===== config.mk =====
export PLATFORM = sky130hd
export DESIGN_NAME = arbitro_rr_pesos
export DESIGN_NICKNAME = d
export VERILOG_FILES = /design/src/rtl/arbitro_rr_pesos_pkg.sv /design/src/rtl/arbitro_rr_pesos_selector_rr.sv /design/src/rtl/arbitro_rr_pesos.sv
export SDC_FILE = /design/constraint.sdc
export NUM_CORES = 1
export LEC_CHECK = 0
export ABC_CLOCK_PERIOD_IN_PS = 4100
export CAP_MARGIN = 10
export CORE_ASPECT_RATIO = 1.4
export CORE_UTILIZATION = 65
export DETAILED_ROUTE_END_ITERATION = 10
export DONT_BUFFER_PORTS = 1
export PLACE_DENSITY = 0.81
export SYNTH_ARGS = -nofsm -noshare
export SYNTH_HDL_FRONTEND = slang
export SYNTH_SLANG_ARGS = --single-unit

===== constraint.sdc =====
create_clock -name clk -period 4.1 [get_ports clk]
set_input_delay 0.82 -clock clk [delete_from_list [all_inputs] [get_ports clk]]
set_output_delay 0.82 -clock clk [all_outputs]
set_load 0.05 [all_outputs]

===== src/rtl/arbitro_rr_pesos_pkg.sv =====
// Shared definitions for the weighted round-robin arbiter.
package arbitro_rr_pesos_pkg;

  // Number of upstream class FIFOs and width of an index into them.
  localparam int unsigned NUM_Q  = 4;
  localparam int unsigned QIDX_W = 2;

  // Arbiter FSM: IDLE arbitrates, SERVE pops the granted queue.
  typedef enum logic {
    StIdle  = 1'b0,
    StServe = 1'b1
  } state_t;

  // Next queue index in round-robin order (wraps modulo NUM_Q).
  function automatic logic [QIDX_W-1:0] next_idx(input logic [QIDX_W-1:0] idx);
    return idx + 1'b1;
  endfunction

endpackage


===== src/rtl/arbitro_rr_pesos_selector_rr.sv =====
// Rotating-priority picker: first eligible queue at or after the pointer, wrapping.
module arbitro_rr_pesos_selector_rr
  import arbitro_rr_pesos_pkg::*;
(
  input  logic [NUM_Q-1:0]  i_eligible,
  input  logic [QIDX_W-1:0] i_ptr,
  output logic              o_hit,
  output logic [QIDX_W-1:0] o_idx
);

  logic [QIDX_W-1:0] w_cand;

  // Scan the queues in rotated order and keep the first eligible one.
  always_comb begin
    o_hit  = 1'b0;
    o_idx  = '0;
    w_cand = i_ptr;
    for (int k = 0; k < NUM_Q; k++) begin
      w_cand = i_ptr + QIDX_W'(k);
      if (!o_hit && i_eligible[w_cand]) begin
        o_hit = 1'b1;
        o_idx = w_cand;
      end
    end
  end

endmodule


===== src/rtl/arbitro_rr_pesos.sv =====
// Weighted round-robin arbiter draining four class FIFOs into one downstream FIFO.
module arbitro_rr_pesos
  import arbitro_rr_pesos_pkg::*;
#(
  parameter int unsigned DATA_W         = 6,
  parameter int unsigned WEIGHT_W       = 3,
  parameter int unsigned DEFAULT_WEIGHT = 1
) (
  input  logic                      clk,
  input  logic                      reset,
  input  logic                      enable,
  input  logic [NUM_Q-1:0]          fifo_empty,
  input  logic [NUM_Q*DATA_W-1:0]   data_in,
  input  logic                      almost_full,
  input  logic                      cfg_load,
  input  logic [NUM_Q*WEIGHT_W-1:0] cfg_weights,
  output logic [NUM_Q-1:0]          pop,
  output logic                      push,
  output logic [DATA_W-1:0]         data_out,
  output logic [QIDX_W-1:0]         grant_id,
  output logic                      busy
);

  state_t              r_state;
  logic [QIDX_W-1:0]   r_gnt;
  logic [QIDX_W-1:0]   r_ptr;
  logic [WEIGHT_W-1:0] r_credit;
  logic [WEIGHT_W-1:0] r_weight [NUM_Q];
  logic                r_push;
  logic [DATA_W-1:0]   r_data_out;

  logic [DATA_W-1:0]   w_data [NUM_Q];
  logic [NUM_Q-1:0]    w_eligible;
  logic                w_hit;
  logic [QIDX_W-1:0]   w_hit_idx;
  logic                w_gnt_empty;
  logic                w_pop_ok;
  logic                w_last_credit;

  // Unpack the head words and flag queues that have data and a nonzero weight.
  always_comb begin
    for (int i = 0; i < NUM_Q; i++) begin
      w_data[i]     = data_in[i*DATA_W +: DATA_W];
      w_eligible[i] = !fifo_empty[i] && (r_weight[i] != '0);
    end
  end

  arbitro_rr_pesos_selector_rr u_selector_rr (
    .i_eligible (w_eligible),
    .i_ptr      (r_ptr),
    .o_hit      (w_hit),
    .o_idx      (w_hit_idx)
  );

  assign w_gnt_empty   = fifo_empty[r_gnt];
  assign w_last_credit = (r_credit == WEIGHT_W'(1));
  // Reset gates the pop so a word is never taken from upstream and then dropped.
  assign w_pop_ok      = !reset && enable && (r_state == StServe) && !almost_full && !w_gnt_empty;

  // One-hot pop towards the granted upstream FIFO.
  always_comb begin
    pop        = '0;
    pop[r_gnt] = w_pop_ok;
  end

  // Arbitration FSM, credit counter, round-robin pointer and registered push/data.
  always_ff @(posedge clk) begin
    if (reset) begin
      r_state    <= StIdle;
      r_gnt      <= '0;
      r_ptr      <= '0;
      r_credit   <= '0;
      r_push     <= 1'b0;
      r_data_out <= '0;
    end else if (enable) begin
      r_push <= w_pop_ok;
      if (w_pop_ok) begin
        r_data_out <= w_data[r_gnt];
      end
      unique case (r_state)
        StIdle: begin
          // Grant uses the weight held before any cfg_load in this same cycle.
          if (w_hit) begin
            r_gnt    <= w_hit_idx;
            r_credit <= r_weight[w_hit_idx];
            r_state  <= StServe;
          end
        end
        StServe: begin
          if (w_pop_ok) begin
            r_credit <= r_credit - 1'b1;
          end
          if ((w_pop_ok && w_last_credit) || w_gnt_empty) begin
            r_state <= StIdle;
            r_ptr   <= next_idx(r_gnt);
          end
        end
        default: r_state <= StIdle;
      endcase
    end else begin
      r_push <= 1'b0;
    end
  end

  // Weight registers; new values only affect grants made after the load.
  always_ff @(posedge clk) begin
    if (reset) begin
      for (int i = 0; i < NUM_Q; i++) begin
        r_weight[i] <= WEIGHT_W'(DEFAULT_WEIGHT);
      end
    end else if (cfg_load) begin
      for (int i = 0; i < NUM_Q; i++) begin
        r_weight[i] <= cfg_weights[i*WEIGHT_W +: WEIGHT_W];
      end
    end
  end

  assign push     = r_push;
  assign data_out = r_data_out;
  assign grant_id = r_gnt;
  assign busy     = (r_state == StServe);

endmodule


==> results.py, run 1 <==
metrics = {
    "routing": {
        "routed_via_density": 6.50,
        "num_vias": 1235,
        "first_pass_iters": 4,
        "wl_per_cell_um": 16.9,
        "drc_errors": 0,
        "wirelength_um": 3210,
        "ant_nets": 0,
        "initialDrtViolationCount": 24,
    },
    "timing": {
        "relSlewSlack_pct": 47.4,
        "fin_setup_tns_ns": 0,
        "fin_crit_sh_pct": 72.3,
        "final.min_clock_period_ns": 2.96,
        "fmax_mhz": 337,
        "rsz0062_at_grt": "false",
        "hold_violations": 0,
        "skew_ns": 0.00215,
        "final-max-slew-violation-count": 0,
        "setup_viol": 0,
        "tightest_slew_ns": 0.777,
    },
    "worst_setup_path": {
        "cp-end-kind": "output pin",
        "crit_family": "simple AND/OR/NAND/NOR gates",
        "worstSetupStartpointType": "primary input",
        "path_buf_inv": 1,
        "crit_fanout": 17,
        "worst-setup-path-type": "primary input to output pin",
        "worstPathCellList": "mux4_2 > nor4_4 > buf_4 > and2_2",
        "arrival_ns": 2.14,
        "cpPeakStageDelay_ns": 0.49,
        "worstPathRequired_ns": 3.28,
        "slowest_stage": "mux4_2",
    },
    "placed_design": {
        "finalWeightedCongestion": 0.888,
        "placed_area_mm2": 0.00168,
        "hpwlAfterDp_um": 2480,
        "portBuffers": 0,
    },
    "global_route": {
        "grt_use_total_pct": 25.2,
        "grt_pass1_vias": 1179,
        "grt_max_degree": 18,
        "overflow": 0,
        "grt_pass1_wl_um": 5020,
        "grt_antenna_before_repair": 0,
    },
    "logic_synthesis": {
        "netlist_area_mm2": 0.00165,
        "ys_ff_latch": 27,
        "syn_avg_cell_area_um2": 10.7,
        "ys_warn_count": 0,
        "yosysTopAreaCell": "edfxtp_1",
        "synth_ff_type": "dfxtp_1",
        "yosys-top-cells-area": "edfxtp_1 22%, dfxtp_1 18%, mux4_1 9.6%",
        "synth_edf_count": 12,
        "synthTopCellsByCount": "16 x nor2_1, 15 x dfxtp_1, 12 x edfxtp_1",
        "synth_cell_types": 39,
        "yosysMostFrequentCell": "nor2_1",
        "postSynthCellCount": 154,
        "ys_async_sr_fraction_pct": 0,
        "syn_nets": 205,
        "yosysSeqAreaShare_pct": 40.1,
        "yosys.area.top_type_share_pct": 21.9,
    },
    "clock_tree": {
        "path_clk_slew_ns": 0.14,
        "cts_hold_buffers": 0,
        "cts_max_path_buffers": 2,
        "cts_tree": "built",
        "clkLatencyLatePin_ns": 0.33,
        "cts-root-buf": "clkbuf_4",
        "cts-buffers-inserted": 3,
        "htree_levels": 1,
        "ctsResizeCount": 0,
        "post-cts-setup-buffers": 0,
        "cts_sinks": 27,
    },
    "floorplan": {
        "die_area_mm2": 0.00274,
        "die_w_um": 44.5,
        "fp-row-count": 21,
        "pin_count": 59,
        "initial_core_util_pct": 68.9,
        "fp.dieH_um": 61.6,
        "core_mm2": 0.00239,
    },
    "layout": {
        "layout-drive-gt1-share_pct": 12.8,
        "final_nets": 208,
        "area_delta_synth_final_pct": 3.72,
        "stdcell_area_mm2": 0.00171,
        "antennaDiodeCount": 0,
        "fin_util_pct": 71.4,
    },
    "pwr": {
        "power_density_mw_per_mm2": 326,
        "power_uw": 557,
        "p_leak_nw": 0.638,
        "vdd_ir_drop_max_uv": 235,
    },
    "hold_path": {
        "hp-class": "primary input to flip-flop",
    },
    "run_status": {
        "status": "finished clean",
    },
    "flow_run": {
        "max-cap-violations": 0,
    },
}
[final timing paths]
kind,cells after the start,slack [ns],to,start
setup / recovery,4,1.14,pop[1],fifo_empty[3]
setup reg to reg,6,1.63,r_credit[2],r_weight[3][1]
hold / removal,1,0.53,data_out[0],reset
hold reg to reg,2,0.57,r_ptr[0],r_ptr[0]
[logic make-up after synthesis]
family | count (synthesis) | share of synthesized area (%)
AOI/OAI and AO/OA | 27 | 11.8
buffers and inverters | 13 | 3.88
and+or+nand+nor | 59 | 19.2
DFF | 27 | 40.1
adders and majority gates | 6 | 4.56
muxes | 21 | 19.9
xor gates and xnor gates | 1 | 0.532
[stage by stage]
step / worst slack, ns / std cells / hold WS [ns]
detailed placement: 1.14 / 186 / 0.535
floorplan: 0.894 / 154 / 0.493
global route: 1.09 / 190 / 0.516
global placement: 1.16 / 186 / 0.528
CTS: 1.14 / 190 / 0.530
finish: 1.14 / 190 / 0.534
[layout by cell type, fill, tap and decap left out, drive strengths merged, types with 2 or more instances in the layout]
cell	count
o32ai	2
a32oi	3
mux4	7
edfxtp	12
nand2	11
clkbuf	3
dfxtp	15
nor3	4
o31ai	2
or3	3
mux2	6
nand3	3
and2	12
inv	8
nor2	16
ha	6
buf	3
mux2i	8
nand2b	4
a211oi	2
a21oi	9
[report_power, final]
| group | switching (mW) | total, mW | internal, mW |
|---|---|---|---|
| sequential | 0.0224 | 0.324 | 0.302 |
| clock | 0.0811 | 0.118 | 0.0374 |
| combinational | 0.0613 | 0.114 | 0.0531 |
| total | 0.165 | 0.557 | 0.393 |
[layer usage]
metal | track usage (%) | vias up | routed length [um]
met5 | 0 | - | 0
met4 | 13.0 | 0 | 64
met3 | 3.52 | 9 | 209
met2 | 51.3 | 57 | 1800
met1 | 23.5 | 590 | 1130
li1 | - | 579 | -
[flip-flops by register name, indices dropped and copies added, names as in the netlist]
name and count:
busy 1, data_out 6, grant_id 2, push 1, r_credit 3, r_ptr 2, r_weight 12
[layout make-up]
type,count,area (um^2)
Multi-Input combinational cell,114,922
Inverter,8,30.0
Timing Repair Buffer,3,22.5
Clock inverter,1,7.51
Sequential cell,27,661
Clock buffer,3,22.5
Tap cell,34,42.5
Fill cell,170,683
Power figures use the tool's default switching activity.
==> run 2, diff against run 1 <==
ABC_CLOCK_PERIOD_IN_PS = 2700   (was 4100)
CORE_UTILIZATION = 56   (was 65)
PLACE_DENSITY = 0.74   (was 0.81)
clock period = 2.7 ns   (was 4.1 ns; I/O delays follow)
==> run 2 against run 1 <==
  * Hold slack worse by 0.28 ns
  * Die area is 15% higher
  * Sequential power is 50% higher
  * Via count is 1.2% lower
  * Critical path type is now flip-flop to output pin
  * Highest routed layer unchanged
==> results.py, run 2 (synthesis gave the netlist of run 1 again) <==
metrics = {
    "floorplan": {
        "fp-row-count": 22,
        "initial_core_util_pct": 61.0,
        "die_area_mm2": 0.00316,
        "die_w_um": 47.8,
        "fp.dieH_um": 66.2,
        "pin_count": 59,
        "core_mm2": 0.00270,
    },
    "pwr": {
        "power_density_mw_per_mm2": 485,
        "vdd_ir_drop_max_uv": 411,
        "p_leak_nw": 0.661,
        "power_uw": 845,
    },
    "routing": {
        "routed_via_density": 6.22,
        "first_pass_iters": 4,
        "drc_errors": 0,
        "wl_per_cell_um": 16.7,
        "num_vias": 1220,
        "initialDrtViolationCount": 43,
        "wirelength_um": 3270,
        "ant_nets": 0,
    },
    "clock_tree": {
        "ctsResizeCount": 0,
        "htree_levels": 1,
        "cts_tree": "built",
        "clkLatencyLatePin_ns": 0.33,
        "cts_sinks": 27,
        "cts-root-buf": "clkbuf_4",
        "cts_hold_buffers": 0,
        "post-cts-setup-buffers": 0,
        "path_clk_slew_ns": 0.13,
        "cts_max_path_buffers": 2,
        "cts-buffers-inserted": 3,
    },
    "timing": {
        "skew_ns": 0.00637,
        "setup_viol": 0,
        "final-max-slew-violation-count": 0,
        "hold_violations": 0,
        "fmax_mhz": 398,
        "final.min_clock_period_ns": 2.51,
        "rsz0062_at_grt": "false",
        "fin_crit_sh_pct": 93.0,
        "fin_setup_tns_ns": 0,
        "tightest_slew_ns": 0.629,
        "relSlewSlack_pct": 57.7,
    },
    "hold_path": {
        "hp-class": "primary input to flip-flop",
    },
    "layout": {
        "layout-drive-gt1-share_pct": 16.3,
        "nFillCells": 213,
        "largest-register": "r_weight",
        "largest_register_ffs": 12,
        "final_nets": 212,
        "antennaDiodeCount": 0,
        "seq_area_um2": 666,
        "stdcell_area_mm2": 0.00174,
        "instances_no_fill": 196,
        "area_delta_synth_final_pct": 5.85,
        "multi_input_area_um2": 922,
        "final_common_cell": "nor2_1",
        "fin_util_pct": 64.6,
        "final_cell_mix": "16 x nor2_1, 13 x dfxtp_1, 12 x edfxtp_1",
    },
    "worst_setup_path": {
        "worstPathCellList": "mux4_2 > nor4_4 > and2_2",
        "worstRegToRegCells": 7,
        "worst-setup-path-type": "flip-flop to output pin",
        "worstPathRequired_ns": 2.16,
        "slowest_stage": "mux4_2",
        "crit_fanout": 6,
        "reg2reg_to": "r_credit[0]",
        "startpoint": "grant_id[0]",
        "worstSetupStartpointType": "flip-flop",
        "regToRegSetupSlack_ns": 0.48,
        "arrival_ns": 1.97,
        "worstReg2RegStart": "r_weight[3][1]",
        "cp-end-kind": "output pin",
        "crit_end": "pop[2]",
        "cpPeakStageDelay_ns": 0.53,
    },
    "placed_design": {
        "dpl.cell_count": 192,
        "portBuffers": 0,
        "placed_area_mm2": 0.00172,
        "hpwlAfterDp_um": 2610,
        "finalWeightedCongestion": 0.830,
    },
    "global_route": {
        "grt_antenna_before_repair": 0,
        "grt_max_degree": 16,
        "overflow": 0,
        "grt_pass1_vias": 1193,
        "grt_pass1_wl_um": 4770,
        "grt_use_total_pct": 21.6,
    },
    "flow_run": {
        "max-cap-violations": 0,
    },
    "run_status": {
        "status": "finished clean",
    },
}
[run 2: area by class of cell]
cell class	count	area share, %
clock buffer	3	1.29
clock inverter	1	0.287
inverter	8	1.72
multi-input combinational	114	52.9
sequential	27	38.2
tap	36	2.58
timing repair buffer	7	3.02
[run 2: worst min-delay path by stage]
stage	start	to	slack, ns	cells after the start
final	reset	grant_id[0]	0.25	1
after global routing	reset	grant_id[1]	0.24	1
after global placement	busy	busy	0.53	2
after floorplan	r_ptr[0]	r_ptr[0]	0.49	2
after CTS	reset	grant_id[1]	0.25	1
after detailed placement	busy	busy	0.53	2
[run 2: where the power goes]
group / switching, mW / internal [mW] / total (mW) / leakage [nW]
Combinational: 0.0988 / 0.0871 / 0.186 / 0.397
Sequential: 0.0270 / 0.458 / 0.485 / 0.247
Clock: 0.118 / 0.0558 / 0.174 / 0.0177
[run 2: metrics by stage]
| stage | setup WS [ns] | hold slack (ns) |
|---|---|---|
| 2_1_floorplan | -0.00672 | 0.493 |
| 3_3_place_gp | 0.406 | 0.526 |
| 3_5_place_dp | 0.383 | 0.533 |
| 4_1_cts | 0.179 | 0.250 |
| 5_1_grt | 0.0972 | 0.236 |
| 6_report | 0.188 | 0.255 |
[run 2: critical path: cells and delay by family, from the launching register on]
| kind | cells | cell delay, ns |
|---|---|---|
| muxes | 1 | 0.53 |
| DFF | 1 | 0.37 |
| and+or+nand+nor | 2 | 0.74 |
[run 2: layer usage]
layer	wire length, um	part of all wire, %	GRT usage [%]	vias up
met1	1120	34	17.6	561
met2	1810	55	42.1	59
li1	-	-	-	589
met3	228	7.0	4.10	11
met4	108	3.3	13.2	0
met5	0	0	0	-
